<file path="src/rtl/core_ma_lsu_ctrl.sv">
// rtl/core_ma_lsu_ctrl.sv - LSU memory-access-stage Avalon-MM bus sequencer
//
// Purpose:
//   Takes one load/store request from the pipeline and runs it on Avalon-MM
//   master port m0. An access that straddles a 32-bit word boundary is split
//   into two word-aligned beats (word A, then word A+4). The pipeline is held
//   until the access completes. Read data is merged downstream.
//
// Ports:
//   clk, rest                 clock, synchronous active-high reset
//   mem_read / mem_write      level request, held until mem_done
//   mem_addr                  byte address
//   mem_op_data_len           access length in bytes (1, 2 or 4)
//   mem_write_data            right-aligned store data
//   mem_stall                 pipeline hold
//   mem_done                  one-cycle completion pulse
//   mem_cross_word            current access spans two words
//   avl_m0_*                  Avalon-MM master (address, read, write,
//                             byte_enable, write_data, waitrequest,
//                             read_data_valid)
module core_ma_lsu_ctrl #(
   parameter int MAX_OUTSTANDING = 2
) (
   input  logic        clk,
   input  logic        rest,
   input  logic        mem_read,
   input  logic        mem_write,
   input  logic [31:0] mem_addr,
   input  logic [2:0]  mem_op_data_len,
   input  logic [31:0] mem_write_data,
   output logic        mem_stall,
   output logic        mem_done,
   output logic        mem_cross_word,
   output logic [31:0] avl_m0_address,
   output logic        avl_m0_read,
   output logic        avl_m0_write,
   output logic [3:0]  avl_m0_byte_enable,
   output logic [31:0] avl_m0_write_data,
   input  logic        avl_m0_waitrequest,
   input  logic        avl_m0_read_data_valid
);

   typedef enum logic [2:0] {
      S_IDLE,
      S_BEAT0,
      S_BEAT1,
      S_WAIT_RD,
      S_DONE
   } state_t;

   localparam logic [1:0] MAX_CNT = 2'(MAX_OUTSTANDING);

   state_t      state_q, state_d;
   logic [1:0]  cnt_q, cnt_d;
   logic        cross_q, cross_d;
   logic [31:0] base_q, base_d;
   logic [1:0]  off_q, off_d;
   logic        rd_q, rd_d;
   logic [2:0]  len_q, len_d;
   logic [31:0] wdata_q, wdata_d;

   logic [2:0]  span_end;
   logic [7:0]  len_mask;
   logic [7:0]  be_mask;
   logic [63:0] wdata_sh;
   logic        beat1_issue;
   logic        rd_acc;
   logic        rd_ret;

   // End position of the access within a two-word window; past 4 means the
   // access spills into the next word.
   assign span_end = {1'b0, mem_addr[1:0]} + mem_op_data_len;

   always_comb begin
      len_mask = 8'h0F;
      case (len_q)
         3'd1:    len_mask = 8'h01;
         3'd2:    len_mask = 8'h03;
         default: len_mask = 8'h0F;
      endcase
   end

   assign be_mask  = len_mask << off_q;
   assign wdata_sh = {32'd0, wdata_q} << {off_q, 3'b000};

   // A second read beat must not push the outstanding count past the limit.
   assign beat1_issue = !rd_q || (cnt_q != MAX_CNT);

   always_ff @(posedge clk) begin
      if (rest) begin
         state_q <= S_IDLE;
         cnt_q   <= 2'd0;
         cross_q <= 1'b0;
         base_q  <= 32'd0;
         off_q   <= 2'd0;
         rd_q    <= 1'b0;
         len_q   <= 3'd0;
         wdata_q <= 32'd0;
      end else begin
         state_q <= state_d;
         cnt_q   <= cnt_d;
         cross_q <= cross_d;
         base_q  <= base_d;
         off_q   <= off_d;
         rd_q    <= rd_d;
         len_q   <= len_d;
         wdata_q <= wdata_d;
      end
   end

   always_comb begin
      state_d            = state_q;
      cross_d            = cross_q;
      base_d             = base_q;
      off_d              = off_q;
      rd_d               = rd_q;
      len_d              = len_q;
      wdata_d            = wdata_q;
      mem_done           = 1'b0;
      avl_m0_address     = 32'd0;
      avl_m0_read        = 1'b0;
      avl_m0_write       = 1'b0;
      avl_m0_byte_enable = 4'h0;
      avl_m0_write_data  = 32'd0;

      case (state_q)
         S_IDLE: begin
            if (mem_read || mem_write) begin
               cross_d = span_end > 3'd4;
               base_d  = {mem_addr[31:2], 2'b00};
               off_d   = mem_addr[1:0];
               rd_d    = mem_read;
               len_d   = mem_op_data_len;
               wdata_d = mem_write_data;
               state_d = S_BEAT0;
            end
         end
         S_BEAT0: begin
            avl_m0_address     = base_q;
            avl_m0_read        = rd_q;
            avl_m0_write       = !rd_q;
            avl_m0_byte_enable = rd_q ? 4'hF : be_mask[3:0];
            avl_m0_write_data  = rd_q ? 32'd0 : wdata_sh[31:0];
            if (!avl_m0_waitrequest) begin
               if (cross_q)   state_d = S_BEAT1;
               else if (rd_q) state_d = S_WAIT_RD;
               else           state_d = S_DONE;
            end
         end
         S_BEAT1: begin
            avl_m0_address     = base_q + 32'd4;
            avl_m0_read        = rd_q && beat1_issue;
            avl_m0_write       = !rd_q;
            avl_m0_byte_enable = rd_q ? 4'hF : be_mask[7:4];
            avl_m0_write_data  = rd_q ? 32'd0 : wdata_sh[63:32];
            if (beat1_issue && !avl_m0_waitrequest) begin
               state_d = rd_q ? S_WAIT_RD : S_DONE;
            end
         end
         S_WAIT_RD: begin
            // Leave once the last outstanding read has returned.
            if ((avl_m0_read_data_valid && cnt_q == 2'd1) || cnt_q == 2'd0) begin
               state_d = S_DONE;
            end
         end
         S_DONE: begin
            mem_done = 1'b1;
            state_d  = S_IDLE;
         end
         default: state_d = S_IDLE;
      endcase
   end

   // Accept and return in the same cycle net to no change; a return with
   // nothing outstanding is a stray and is dropped.
   assign rd_acc = avl_m0_read && !avl_m0_waitrequest;
   assign rd_ret = avl_m0_read_data_valid && (cnt_q != 2'd0);
   assign cnt_d  = cnt_q + {1'b0, rd_acc} - {1'b0, rd_ret};

   assign mem_cross_word = (state_q != S_IDLE) && cross_q;
   assign mem_stall      = (mem_read || mem_write) && !mem_done;

endmodule

</file>
<file path="config.mk">
export PLATFORM = sky130hd
export DESIGN_NAME = core_ma_lsu_ctrl
export DESIGN_NICKNAME = d
export VERILOG_FILES = /design/src/rtl/core_ma_lsu_ctrl.sv
export SDC_FILE = /design/constraint.sdc
export NUM_CORES = 1
export LEC_CHECK = 0
export ABC_AREA = 0
export BUFFER_PORTS_ARGS = -buffer_cell sky130_fd_sc_hd__buf_4
export CAP_MARGIN = 30
export CORE_ASPECT_RATIO = 1.2
export CORE_UTILIZATION = 35
export CTS_CLUSTER_DIAMETER = 30
export CTS_CLUSTER_SIZE = 12
export DETAILED_ROUTE_END_ITERATION = 6
export MAX_ROUTING_LAYER = met4
export PLACE_DENSITY = 0.56
export SLEW_MARGIN = 10
export SYNTH_ARGS = -nofsm -noshare
export SYNTH_HDL_FRONTEND = slang
export SYNTH_SLANG_ARGS = --single-unit
</file>
<file path="constraint.sdc">
create_clock -name clk -period 2.9 [get_ports clk]
set_input_delay 0.87 -clock clk [delete_from_list [all_inputs] [get_ports clk]]
set_output_delay 0.87 -clock clk [all_outputs]
set_load 0.005 [all_outputs]
</file>
======== Word-level counts from Yosys, hierarchy flattened ========
Index checks and enable logic that the tools add are counted.
word-level totals
  output and inout bits ................... 73
  word-level logic and storage cells ...... 65
  bits in registers ....................... 74
  input bits .............................. 73
operators by class
  shifts and indexed selects .............. 2
  multiplexer cells ....................... 18
  order comparisons ....................... 1
  add/subtract/negate cells ............... 4
  eq/ne operators ......................... 12
  reductions and logical operators ........ 20
operators by type and width
  kind                   number
  $pmux 32 s2            2
  $mux 32                2
  $shl 32x5->64          1
  $add 32x3->32 const B  1
  $mux 3                 6
  $pmux 4 s2             2
  $pmux 3 s4             1
  $ne 2x2->1 const B     5
  $eq 3x2->1 const B     3
  $mux 4                 2
  $shl 8x2->8            1
  $logic_and 1x1->1      7
  $eq 3x1->1 const B     2
  $reduce_and 4->1       1
  $add 2x3->3            1
  $eq 3x3->1 const B     1
  $gt 3x3->1 const B     1
  $logic_not 1->1        3
  $logic_not 3->1        1
  $logic_or 1x1->1       3
  $reduce_bool 3->1      1
  $add 2x1->2            1
  $eq 2x1->1 const B     1
  $logic_not 2->1        1
  other kinds (6)        7

======== Depth between registers and ports, before layout ========
  word-level depth ........................ 7
  mapped depth ............................ 11
  mapped depth without buffers ............ 10

======== Least setup slack after synthesis ========
No wires, ideal clock.
  path kind ............................... register -> output
  from .................................... register state_q[2]
  to ...................................... output port avl_m0_address[15]
  path slack .............................. 0.440 ns
  data arrival time ....................... 1.590 ns
  path buffers ............................ 2
  cell stages (with the launch flop) ...... 6
  required time ........................... 2.030 ns
  cells stage by stage .................... dfxtp_1 -> buf_2 -> or3b_1 -> buf_2 -> or4_1 -> nand3_1
between the ends
  cells in the longest elaborated chain, start to end .. 2
  elaborated cells between the ends (all ways) .. 3
ends and longest elaborated chain
  element                                   line  source
  start, declared                           53    state_t state_q, state_d;
  start signal, assigned                    100   state_q <= state_d;
  $eq 3x2->1 or $eq 3x1->1 (tied branches)  126   case (state_q)
  $pmux 32 s2 *                             126
  end, declared                             34    output logic [31:0] avl_m0_address,
Every way passes the cells marked *; elsewhere a longest branch is shown, timed or not.

======== Worst setup path in the final report ========
  from .................................... register state_q[2]
  to ...................................... output port avl_m0_address[25]
The elaborated chain is that of the path after synthesis.

==> impl_metrics.yaml <==
synthesis:
  async_flop_share_pct: 0
  ys_warn_count: 0
  synth.mux.area_fraction_pct: 8.70
  synth_area_leader_cell: "dfxtp_1"
  syn-cell-area_mm2: 0.00488
  ys_seq_area_share_pct: 30.4
  ys_ff_latch: 74
  synth_top_family_by_area: "simple AND/OR/NAND/NOR gates"
  synth_compound_area_share_pct: 23.5
  synth_area_leaders: "dfxtp_1 30%, nand2_1 14%, a21oi_1 9.4%"
  syn-mean-instance-area_um2: 7.05
  synthXorXnorAreaFrac_pct: 0.898
  synthCells: 692
  yosys.area_share.simple_pct: 28.7
  synth_flop_cell: "dfxtp_1"
  synth_edf_count: 0
  synthAdderAreaFrac_pct: 1.44
  synth_top_area_share_pct: 30.4
  synth.distinct_cells: 59
sta:
  tightest_slew_ns: 0.667
  finalHoldViolations: 0
  setup_viol: 1
  worst_clock_skew_ns: 0.00790
  postLayoutSetupSlackWorst_ns: -0.0128
  clock.fmax_mhz: 343
  maxSlewViolCount: 0
  relSlewSlack_pct: 55.4
  rsz0062_at_grt: "true"
  fin_crit_sh_pct: 100
  min_period_ns: 2.91
cts:
  htree_levels: 3
  clock_latency_ns: 0.34
  cts-root-buf: "clkbuf_16"
  clkSinkCount: 74
  cts_buffer_depth: 2
  cts_buffers: 9
  cts_hold_buffers: 0
  cts.reportedPaths.clkPinSlew_ns: 0.06
  cts_tree: "done"
floorplanning:
  die_w_um: 110
  start_util_pct: 36.4
  pin_count: 146
  die_y_um: 131
  num_rows: 46
  dieArea_mm2: 0.0144
  fp.coreArea_mm2: 0.0134
drt:
  wl_per_cell_um: 17.8
  first_pass_iters: 5
  drt_iter0_markers: 314
  via_per_inst: 5.54
  drc: 0
  routed_wirelength_um: 17800
  num_vias: 5561
  detail-route-antenna-nets: 0
place:
  gp_congestion: 0.939
  hpwl_um: 12900
  io_buffers: 143
  place_area_mm2: 0.00626
finish:
  num_antenna_cells: 0
  stdcell_area_mm2: 0.00687
  layout_commonest_cell: "nand2_1"
  final_cell_mix: "180 x nand2_1, 178 x buf_4, 92 x a21oi_1, 51 x dfxtp_1, 37 x nor2_1"
  post-route-util_pct: 51.2
  syn_to_final_growth_pct: 40.8
  layout-drive-gt1-share_pct: 33.3
  final_nets: 909
worst_setup_path:
  cp_top_family: "buffers and inverters"
  crit_path_max_fanout: 8
  crit_buf_inv: 3
  endpoint_kind: "primary output"
  critical_path.slowest_cell: "or3b_4"
  cp_data_arrival_time_ns: 2.04
  rr_startpoint: "state_q[2]$_SDFFE_PP0P_"
  worstSetupStartpoint: "state_q[2]$_SDFFE_PP0P_"
  max_stage_delay_ns: 0.42
  crit_path_start_kind: "flop"
  critPathKind: "reg2out"
  crit_required_ns: 2.03
  path_cells: "or3b_4 -> buf_12 -> buf_4 -> o41ai_1 -> buf_4"
  crit_top_cell: "buf_4"
pwr:
  power_density_mw_per_mm2: 825
  ir_drop_mv: 0.422
  totalPowerFinal_mw: 5.67
  cellLeakagePower_nw: 2.81
grt:
  grt_usage_pct: 25.5
  grt_pass1_wl_um: 27700
  grt_max_degree: 69
  grt_overflow: 0
  antenna_found_initial: 0
  grt_pass1_vias: 5448
hold_path:
  hp-start: "base_q[7]$_SDFFE_PP0P_"
  hold_path_class: "reg2reg"
flow_run:
  maxCapViolCount: 0
status:
  status: "finished with violations"
  violations: "setup timing"
## worst min-delay path: cells and delay by family, from the launching register on
| kind | cells | cell delay, ns |
|---|---|---|
| simple gates | 1 | 0.05 |
| flops | 1 | 0.33 |
| compound gates | 1 | 0.05 |
## area by class of cell
class / instances / area (um^2)
multi-input cells: 548 / 3270
fillers: 1353 / 6540
flip-flops and latches: 74 / 1530
inverters: 8 / 30.0
clock buffers: 11 / 243
well taps: 168 / 210
repair buffers: 190 / 1540
clock inverters: 5 / 40.0
## state kept, by name, indices dropped and copies added (netlist names)
name	count
base_q	30
cnt_q	2
cross_q	1
len_q	3
off_q	2
rd_q	1
state_q	3
wdata_q	32
## cell usage after synthesis, types with 3 or more instances
cell / count
nor4_1: 4
nor2_1: 38
and3_1: 6
dfxtp_1: 74
nor2b_1: 8
inv_1: 8
nand2_1: 181
nor3b_1: 4
buf_2: 21
or4_1: 3
o22ai_1: 8
mux2_2: 11
ha_1: 4
a21o_1: 5
o2bb2ai_1: 7
nand3_1: 13
a31o_2: 3
mux2i_1: 30
o311ai_0: 5
or4b_1: 3
o211ai_1: 4
a22oi_1: 3
a31oi_1: 13
clkbuf_1: 35
xor2_1: 3
and4_1: 9
a21oi_1: 92
nand2b_1: 3
o21ai_0: 31
and2_1: 6
buf_4: 4
nand4_1: 12
nor3_1: 3
## logic make-up (layout without fill, tap and decap cells)
group	after synthesis	count (layout)
xor+xnor	5	5
flops	74	74
compound gates	192	192
fa+ha+maj	5	5
simple gates	303	303
mux	41	41
other cells	1	2
buf+inv	71	214
## where the power goes
group          internal [mW]  leakage [nW]  switching, mW
Sequential              1.33         0.620          0.349
Combinational           1.29          2.06           1.63
Clock                  0.606         0.128          0.460
## path summary, 6_finish.rpt
kind / end / slack, ns / depth (start not counted)
hold reg to reg: base_q[7]$_SDFFE_PP0P_ / 0.47 / 2
setup reg to reg: cnt_q[1]$_SDFF_PP0_ / 0.41 / 12
setup / recovery: avl_m0_address[25] / -0.01 / 5
hold / removal: base_q[7]$_SDFFE_PP0P_ / 0.47 / 2
## metrics by stage
step                      worst slack [ns]  std cells  hold slack, ns  setup TNS, ns
final                              -0.0128       1004           0.472        -0.0128
after global routing               -0.0540       1004           0.486         -0.206
after CTS                         0.000252        995           0.484              0
after detailed placement             0.218        978           0.471              0
after global placement               0.217        978           0.467              0
after floorplan                      0.440        693           0.445              0
## per-layer routing
layer	up-vias	global-route usage, %	part of all wire, %
met4	0	10.6	3.0
li1	2719	-	-
met2	204	42.7	50
met3	40	5.01	6.3
met5	-	-	0
met1	2598	29.2	41
## repair_timing
| item | in CTS | in global routing |
|---|---|---|
| resized for setup | 25 | 50 |
| gates cloned | 0 | 1 |
| pin swaps | 1 | 13 |
| endpoints found under the setup margin | 26 | 44 |
| buffers inserted | 1 | 8 |
Power figures use the tool's default switching activity.
